## src/rtl/stim_seq_pkg.sv

```systemverilog
// Shared types for the stimulus sequencer: pattern-table entry layout,
// sequencer state encoding and the run-length legality rule.
package stim_seq_pkg;

  localparam int PAT_DEPTH  = 8;
  localparam int PAT_HOLD_W = 4;

  typedef struct packed {
    logic                  x;
    logic                  y;
    logic [PAT_HOLD_W-1:0] hold;
  } pat_t;

  typedef enum logic [1:0] {
    IDLE  = 2'd0,
    START = 2'd1,
    PLAY  = 2'd2,
    DONE  = 2'd3
  } seq_state_t;

  // A run must play at least one entry and no more than the table holds.
  function automatic logic len_legal(input int len, input int depth);
    return (len != 0) && (len <= depth);
  endfunction

endpackage

```

## src/rtl/stim_pat_table.sv

```systemverilog
// Pattern table: DEPTH entries of pat_t, one synchronous write port,
// one combinational read port, cleared to zero by reset.
module stim_pat_table
  import stim_seq_pkg::*;
#(
  parameter  int DEPTH = PAT_DEPTH,
  localparam int AW    = $clog2(DEPTH)
) (
  input  logic          clk,
  input  logic          rst,
  input  logic          we,
  input  logic [AW-1:0] waddr,
  input  pat_t          wdata,
  input  logic [AW-1:0] raddr,
  output pat_t          rdata
);

  pat_t mem [DEPTH];

  // Entry storage; reset wipes every entry so a stale pattern can never replay.
  always_ff @(posedge clk or posedge rst) begin
    if (rst) begin
      for (int i = 0; i < DEPTH; i++) mem[i] <= '0;
    end else if (we) begin
      mem[waddr] <= wdata;
    end
  end

  assign rdata = mem[raddr];

endmodule

```

## src/rtl/stim_seq_ctrl.sv

```systemverilog
// Stimulus sequencer: on go, emits a one-cycle start pulse, then replays
// run_len table entries on x/y, each held for hold+1 cycles, then pulses done.
//
//  state | meaning
//  IDLE  | waiting for go; table writable; outputs low; ready=1
//  START | start pulse visible; entry 0 loaded on the next edge
//  PLAY  | x/y show table[idx]; hold_cnt counts its remaining cycles
//  DONE  | done pulse visible; x/y low; back to IDLE next edge
module stim_seq_ctrl
  import stim_seq_pkg::*;
#(
  parameter  int DEPTH  = PAT_DEPTH,
  parameter  int HOLD_W = PAT_HOLD_W,  // must match PAT_HOLD_W (pat_t layout)
  localparam int AW     = $clog2(DEPTH)
) (
  input  logic              clk,
  input  logic              rst,
  input  logic              cfg_we,
  input  logic [AW-1:0]     cfg_addr,
  input  logic              cfg_x,
  input  logic              cfg_y,
  input  logic [HOLD_W-1:0] cfg_hold,
  input  logic              go,
  input  logic [AW:0]       run_len,
  input  logic              abort,
  output logic              ready,
  output logic              start,
  output logic              x,
  output logic              y,
  output logic              done,
  output logic              err
);

  seq_state_t        state;
  logic [AW:0]       idx;
  logic [AW:0]       nxt_idx;
  logic [AW:0]       len_q;
  logic [HOLD_W-1:0] hold_cnt;
  logic [AW-1:0]     rd_addr;
  pat_t              rd_pat;
  pat_t              wr_pat;
  logic              len_ok;
  logic              go_ok;

  assign ready   = (state == IDLE);
  assign len_ok  = len_legal(int'(run_len), DEPTH);
  assign go_ok   = go && ready && len_ok;
  assign nxt_idx = idx + {{AW{1'b0}}, 1'b1};
  // START always fetches entry 0; PLAY prefetches the entry that follows idx.
  assign rd_addr = (state == START) ? '0 : nxt_idx[AW-1:0];
  assign wr_pat  = {cfg_x, cfg_y, cfg_hold};

  // Table writes are only honoured in IDLE so a run sees a frozen table.
  stim_pat_table #(.DEPTH(DEPTH)) u_table (
    .clk   (clk),
    .rst   (rst),
    .we    (cfg_we && ready),
    .waddr (cfg_addr),
    .wdata (wr_pat),
    .raddr (rd_addr),
    .rdata (rd_pat)
  );

  // Sequencer FSM, entry/hold counters and registered outputs.
  always_ff @(posedge clk or posedge rst) begin
    if (rst) begin
      state    <= IDLE;
      idx      <= '0;
      len_q    <= '0;
      hold_cnt <= '0;
      start    <= 1'b0;
      x        <= 1'b0;
      y        <= 1'b0;
      done     <= 1'b0;
      err      <= 1'b0;
    end else begin
      err   <= (cfg_we && !ready) || (go && ready && !len_ok);
      start <= 1'b0;
      done  <= 1'b0;
      if (abort && !ready) begin
        state <= IDLE;
        x     <= 1'b0;
        y     <= 1'b0;
      end else begin
        case (state)
          IDLE: begin
            if (go_ok) begin
              state <= START;
              start <= 1'b1;
              len_q <= run_len;
              idx   <= '0;
            end
          end
          START: begin
            state    <= PLAY;
            x        <= rd_pat.x;
            y        <= rd_pat.y;
            hold_cnt <= rd_pat.hold;
          end
          PLAY: begin
            if (hold_cnt != '0) begin
              hold_cnt <= hold_cnt - 1'b1;
            end else if (nxt_idx == len_q) begin
              state <= DONE;
              x     <= 1'b0;
              y     <= 1'b0;
              done  <= 1'b1;
            end else begin
              idx      <= nxt_idx;
              x        <= rd_pat.x;
              y        <= rd_pat.y;
              hold_cnt <= rd_pat.hold;
            end
          end
          DONE: state <= IDLE;
          default: state <= IDLE;
        endcase
      end
    end
  end

endmodule
```

## config.mk

```make
export PLATFORM = sky130hd
export DESIGN_NAME = stim_seq_ctrl
export DESIGN_NICKNAME = d
export VERILOG_FILES = /design/src/rtl/stim_seq_pkg.sv /design/src/rtl/stim_pat_table.sv /design/src/rtl/stim_seq_ctrl.sv
export SDC_FILE = /design/constraint.sdc
export NUM_CORES = 1
export LEC_CHECK = 0
export ABC_AREA = 1
export CORE_MARGIN = 5
export CORE_UTILIZATION = 55
export DETAILED_ROUTE_END_ITERATION = 8
export PLACE_DENSITY_LB_ADDON = 0.08
export RECOVER_POWER = 100
export SLEW_MARGIN = 20
export SYNTH_ARGS = -nofsm -noshare
export SYNTH_HDL_FRONTEND = slang
export SYNTH_HIERARCHICAL = 1
export SYNTH_SLANG_ARGS = --single-unit
export TNS_END_PERCENT = 100
```

## constraint.sdc

```tcl
create_clock -name clk -period 2.7 [get_ports clk]
set_input_delay 0.27 -clock clk [delete_from_list [all_inputs] [get_ports clk]]
set_output_delay 0.27 -clock clk [all_outputs]
set_load 0.02 [all_outputs]
```

# Word level (Yosys, flattened, before mapping)
# Index checks and enable logic that the tools add are counted.
dict set report classes {
  reduce_logical 22
  magnitude_cmp 4
  muxes 34
  n_eq_ne 11
  n_addsub 2
  bitwise 3
}
# operator n
set op_table {}
lappend op_table {{bitwise mux 48 bit} 1}
lappend op_table {{2-to-1 mux 4 bit} 5}
lappend op_table {{binary-select mux 6 bit (select 3 bit)} 1}
lappend op_table {{demux 6 bit (select 3 bit)} 1}
lappend op_table {{2-to-1 mux 6 bit} 3}
lappend op_table {{one-hot mux 4 bit (2 select lines)} 2}
lappend op_table {{2-to-1 mux 1 bit} 13}
lappend op_table {{!= test 3 bit (second input constant)} 3}
lappend op_table {{AND reduction 3 bit} 3}
lappend op_table {{greater-or-equal comparator 4 bit (second input constant)} 2}
lappend op_table {{logical AND 1 bit} 8}
lappend op_table {{2-to-1 mux 2 bit} 4}
lappend op_table {{NOT 3 -> 4 bit} 2}
lappend op_table {{one-hot mux 2 bit (4 select lines)} 1}
lappend op_table {{nonzero test 4 bit} 2}
lappend op_table {{AND reduction 5 bit} 1}
lappend op_table {{adder 4 x 1 -> 4 bit (second input constant)} 1}
lappend op_table {{equality test 2 bit (second input constant)} 2}
lappend op_table {{equality test 4 bit} 1}
lappend op_table {{<= comparator 4 bit (second input constant)} 1}
lappend op_table {{< comparator 4 x 1 -> 1 bit (second input constant)} 1}
lappend op_table {{!= test 2 bit (second input constant)} 2}
lappend op_table {{one-hot mux 1 bit (2 select lines)} 2}
lappend op_table {{nonzero test 2 bit} 2}
lappend op_table {{11 further kinds} 12}
dict set report totals {
  out_inout_bits 6
  register_bits 67
  elab_cells 109
  input_bits 18
}

# Logic depth before layout (Yosys ltp)
dict set report depth {
  depth_word 10
  mapped_depth 15
  ltp_nobuf 13
}

# By module
# The synthesis kept the hierarchy.
# module cells_per_inst area_per_inst_um2 seq_area_each_um2 instances
set modules_own_cells {}
lappend modules_own_cells {stim_pat_table 336 2488.6 1201.2 1}
lappend modules_own_cells {stim_seq_ctrl 172 1272.5 475.5 1}

# Least setup slack after synthesis
# No wires, ideal clock.
dict set report synth_path {
  kind {reg-to-reg}
  from {reg state[1]}
  to {reg idx[2]}
  slack_ns 0.927
  period_less_slack_ns 1.773
  setup_time_ns 0.117
  stages_incl_launch_ff 12
  required_ns 2.583
  arrival_time_ns 1.656
  n_path_buf 0
  path_cell_list {dfrtp_1 > inv_1 > ha_1 > inv_2 > nand2_4 > nand2_2 > nand2_1 > nand2_2 > a21oi_4 > nand2_4 > nand2_1 > nand2_1}
}
dict set report synth_between {
  elab_chain_cells 5
  elab_cells_between_ends 13
  cone_classes {4 x eq/ne; 1 x mux; 1 x bitwise; 7 x reduce/logical}
}
# element line
set synth_rtl {}
lappend synth_rtl {{from (decl)} stim_seq_ctrl.sv:34} ;# seq_state_t state;
lappend synth_rtl {{from (signal assigned)} stim_seq_ctrl.sv:67} ;# state <= IDLE;
lappend synth_rtl {{from (signal assigned)} stim_seq_ctrl.sv:81} ;# state <= IDLE;
lappend synth_rtl {{from (signal assigned)} stim_seq_ctrl.sv:88} ;# state <= START;
lappend synth_rtl {{logical NOT 2 bit (*)} stim_seq_ctrl.sv:45} ;# assign ready = (state == IDLE);
lappend synth_rtl {{net ready} stim_seq_ctrl.sv:26} ;# output logic ready,
lappend synth_rtl {{logical AND 1 bit or logical NOT 1 bit (tied branches)} {stim_seq_ctrl.sv:47, stim_seq_ctrl.sv:80}}
lappend synth_rtl {{logical AND 1 bit, on equally long branches} {stim_seq_ctrl.sv:47, stim_seq_ctrl.sv:80}}
lappend synth_rtl {{!= test 2 x 1 -> 1 bit (no line) or NOT 1 bit (tied branches)} -}
lappend synth_rtl {{AND reduction 5 bit (no line)} -}
lappend synth_rtl {{to (signal assigned)} stim_seq_ctrl.sv:109} ;# idx <= nxt_idx;
lappend synth_rtl {{to (decl)} stim_seq_ctrl.sv:35} ;# logic [AW:0] idx;
# The timed path passes the listed nets; every way through them passes the cells marked *.
# A chain may end at the register's enable or synchronous reset.

# Worst setup path in the final report
dict set report layout_path {
  from {reg state[1]}
  to {reg idx[0]}
}
dict set report layout_between {
  elab_chain_cells 5
  elab_cells_between_ends 13
  cone_classes {4 x eq/ne; 1 x mux; 1 x bitwise; 7 x reduce/logical}
}
# element line
set layout_rtl {}
lappend layout_rtl {{logical NOT 2 bit} {stim_seq_ctrl.sv:45, stim_seq_ctrl.sv:85}}
lappend layout_rtl {{logical AND 1 bit or logical NOT 1 bit (tied branches)} {stim_seq_ctrl.sv:47, stim_seq_ctrl.sv:80}}
lappend layout_rtl {{logical AND 1 bit, on equally long branches} {stim_seq_ctrl.sv:47, stim_seq_ctrl.sv:80}}
lappend layout_rtl {{!= test 2 x 1 -> 1 bit (no line) or NOT 1 bit (tied branches)} -}
lappend layout_rtl {{AND reduction 5 bit (no line)} -}
# Parallel ways exist; a longest one is shown, timed or not.

==> flow_summary.toml <==
[flow_run]
maxCapViolCount = 0

[synth]
yosysTopAreaCellShare_pct = 44.58
synth_edf_count = 0
synth.distinct_cells = 29
yosysMostFrequentCell = "nand2_1"
synth_nets = 532
synthTopCellsByArea = "dfrtp_1 (45%), nand2_1 (19%), inv_1 (8.2%)"
yosysWarnings = 6
ys_seq_elements = 67
synth_ff_type = "dfrtp_1"
ys_seq_area_share_pct = 44.58
avgSynthCellArea_sq_um = 7.404
yosysTopAreaCell = "dfrtp_1"
netlist_area_sq_um = 3761
synth_cells = 508
synthArstFlopShare_pct = 100.0
synth_common_cells = "nand2_1 (190), inv_1 (82), dfrtp_1 (67), nand3_1 (42), o21ai_1 (32)"

[sta]
fin_crit_sh_pct = 81.78
whs_ns = 0.4756
min_period_ns = 2.208
tns_ns = 0
hold_viol_final = 0
fmax_mhz = 452.9
slew_viol_final = 0
rsz0062_at_grt = "no"
worst_slew_margin_rel_pct = 37.68
worst_pin_slew_ns = 0.9347
setup_viol = 0
fin_skew_ns = 0.008649

[die]
fp.dieArea_sq_um = 8592
ios = 24
die_h_microns = 92.70
core_sq_um = 6719
die_x_microns = 92.70
start_util_pct = 55.98
core.rowCount = 30

[hold_path]
hold_path.class = "reg -> reg"

[setup_path]
crit_path_max_incr_delay_ns = 0.41
crit_required_ns = 2.93
crit_fanout = 7
crit_chain = "inv_1 > ha_1 > inv_1 > nand2_1 > nand2_1 > nand2_1 > nand2_2 > a21oi_1 > nand2_4 > nand2_1 > nand2_1"
critPathArrivalTime_ns = 2.44
crit_top_cell = "nand2_1"
cp-start-kind = "flop"
cp-end-kind = "flop"
crit_type = "reg -> reg"
cp_slowest_cell = "dfrtp_1"

[clock_tree]
cts_num_sinks = 67
cts-root-buf = "clkbuf_8"
htree_levels = 3
cts-hold-fix-buffers = 0
post_cts_buffers = 0
clock_latency_ns = 0.34
cts_made_buffers = 9
cts-resized-gates = 0
clk_pin_slew_ns = 0.07
clk_path_buf_depth = 2
cts_tree = "yes"

[placement]
place.gp.congestion = 0.8480
numPortBuffers = 23
dp_hpwl_mm = 6.049

[global_routing]
antenna_found_initial = 0
globalRoute.totalOverflow = 0
track_usage_pct = 20.77
grt_pass1_wl_mm = 14.22
grt_max_degree = 25
first_global_vias = 3089

[drt]
wl_met3_microns = 239
drt-vias-per-instance = 5.085
drcViolationCount = 0
ant_nets = 0
wl_met1_mm = 3.850
vias = 3127
top_layer = "met4"
wl_mm = 8.194
drt_iter0_markers = 170
wl_per_cell_microns = 13.32
drt_pass1_iterations = 4
dr_wl_met2_mm = 4.056

[power_and_ir_drop]
pwr_density_cell_nw_per_um2 = 1218
power_mw = 4.984
leakagePower_nw = 2.214
peakVddDrop_mv = 0.5137

[outcome]
status = "completed"

[layout]
fill_cells = 634
drive_gt1_share_pct = 5.607
num_antenna_cells = 0
nets = 554
area_growth_pct = 8.816
## metal layers
layer / vias to the layer above / GRT usage [%]
li1: 1609 / -
met1: 1457 / 26.97
met2: 55 / 34.38
met3: 6 / 4.712
met4: 0 / 6.960
met5: - / 0
## cell type report
type                       instances  area [sq um]  share of cell area (%)
clock buffer                      10         137.6                   3.363
sequential                        67          1677                   40.97
multi-input combinational        337          1526                   37.30
clock inverter                     6         65.06                   1.590
inverter                          87         326.6                   7.979
tap                               80         100.1                   2.446
timing repair buffer              28         260.3                   6.359
## critical path: cells and delay by family (launching register included)
| family | cells | cell delay, ns |
|---|---|---|
| AND/OR/NAND/NOR | 7 | 0.71 |
| flip-flops | 1 | 0.41 |
| AO/OA/AOI/OAI | 1 | 0.41 |
| adder cells (fa/ha/maj) | 1 | 0.31 |
| buffers and inverters | 2 | 0.26 |
## cell usage in the layout, fill, tap and decap left out, types with 2 or more instances in the layout
| cell | synthesis | routed |
|---|---|---|
| clkdlybuf4s50_1 | 0 | 16 |
| nor2_1 | 14 | 16 |
| clkbuf_1 | 0 | 2 |
| a21oi_1 | 2 | 3 |
| nand2_2 | 4 | 2 |
| inv_2 | 5 | 4 |
| ha_1 | 6 | 6 |
| buf_4 | 3 | 3 |
| nand3_1 | 42 | 42 |
| clkbuf_8 | 0 | 10 |
| o21ai_0 | 17 | 55 |
| o21ai_1 | 32 | 2 |
| clkinv_2 | 0 | 2 |
| nand4_1 | 5 | 6 |
| inv_1 | 82 | 83 |
| nand3b_1 | 2 | 3 |
| nand2_1 | 190 | 193 |
| dfrtp_1 | 67 | 67 |
| clkinv_4 | 0 | 2 |
| dlygate4sd3_1 | 0 | 7 |
## through the flow
stage	std cells	cell area [sq um]	utilization, %	setup WS [ns]
floorplan	508	3761	-	0.9270
global placement	599	3986	59.33	0.6006
detailed placement	599	3986	59.33	0.5712
CTS	615	4189	62.35	0.4953
global route	615	4093	60.91	0.2806
finish	615	4093	60.91	0.4919
## flip-flops by register name, indices dropped and copies added, names as in the netlist
register,flops
len_q,4
done,1
x,1
idx,4
start,1
y,1
err,1
state,2
hold_cnt,4
u_table/mem,48
## where the power goes
part           leakage, nW  internal (mW)  switching (mW)
clock                0.102          0.451           0.395
combinational         1.26          0.855            1.53
sequential           0.851           1.47           0.279
total                 2.21           2.78            2.20
## kinds of logic (layout without fill, tap and decap cells)
kind of cell | after synthesis | after routing | synth area share [%]
AOI/OAI and AO/OA | 61 | 61 | 9.248
DFF | 67 | 67 | 44.58
adders and majority gates | 6 | 6 | 1.996
and+or+nand+nor | 268 | 268 | 31.24
buffers and inverters | 104 | 131 | 12.48
xor gates and xnor gates | 2 | 2 | 0.4658
## path summary, 6_finish.rpt
check                                     start                         end  slack, ns  cells after the start
setup / recovery           state[1]$_DFFE_PP0P_          idx[0]$_DFFE_PP0P_       0.49                     11
hold / removal                    y$_DFFE_PP0P_               y$_DFFE_PP0P_       0.48                      2
setup reg to reg           state[1]$_DFFE_PP0P_          idx[0]$_DFFE_PP0P_       0.49                     11
hold reg to reg                   y$_DFFE_PP0P_               y$_DFFE_PP0P_       0.48                      2
max in group asynchronous                   rst  u_table/mem[6]$_DFFE_PP0P_       0.85                      3
min in group asynchronous                   rst        len_q[1]$_DFFE_PP0P_       0.52                      2
Note: power is estimated with default switching activity, not from simulation.
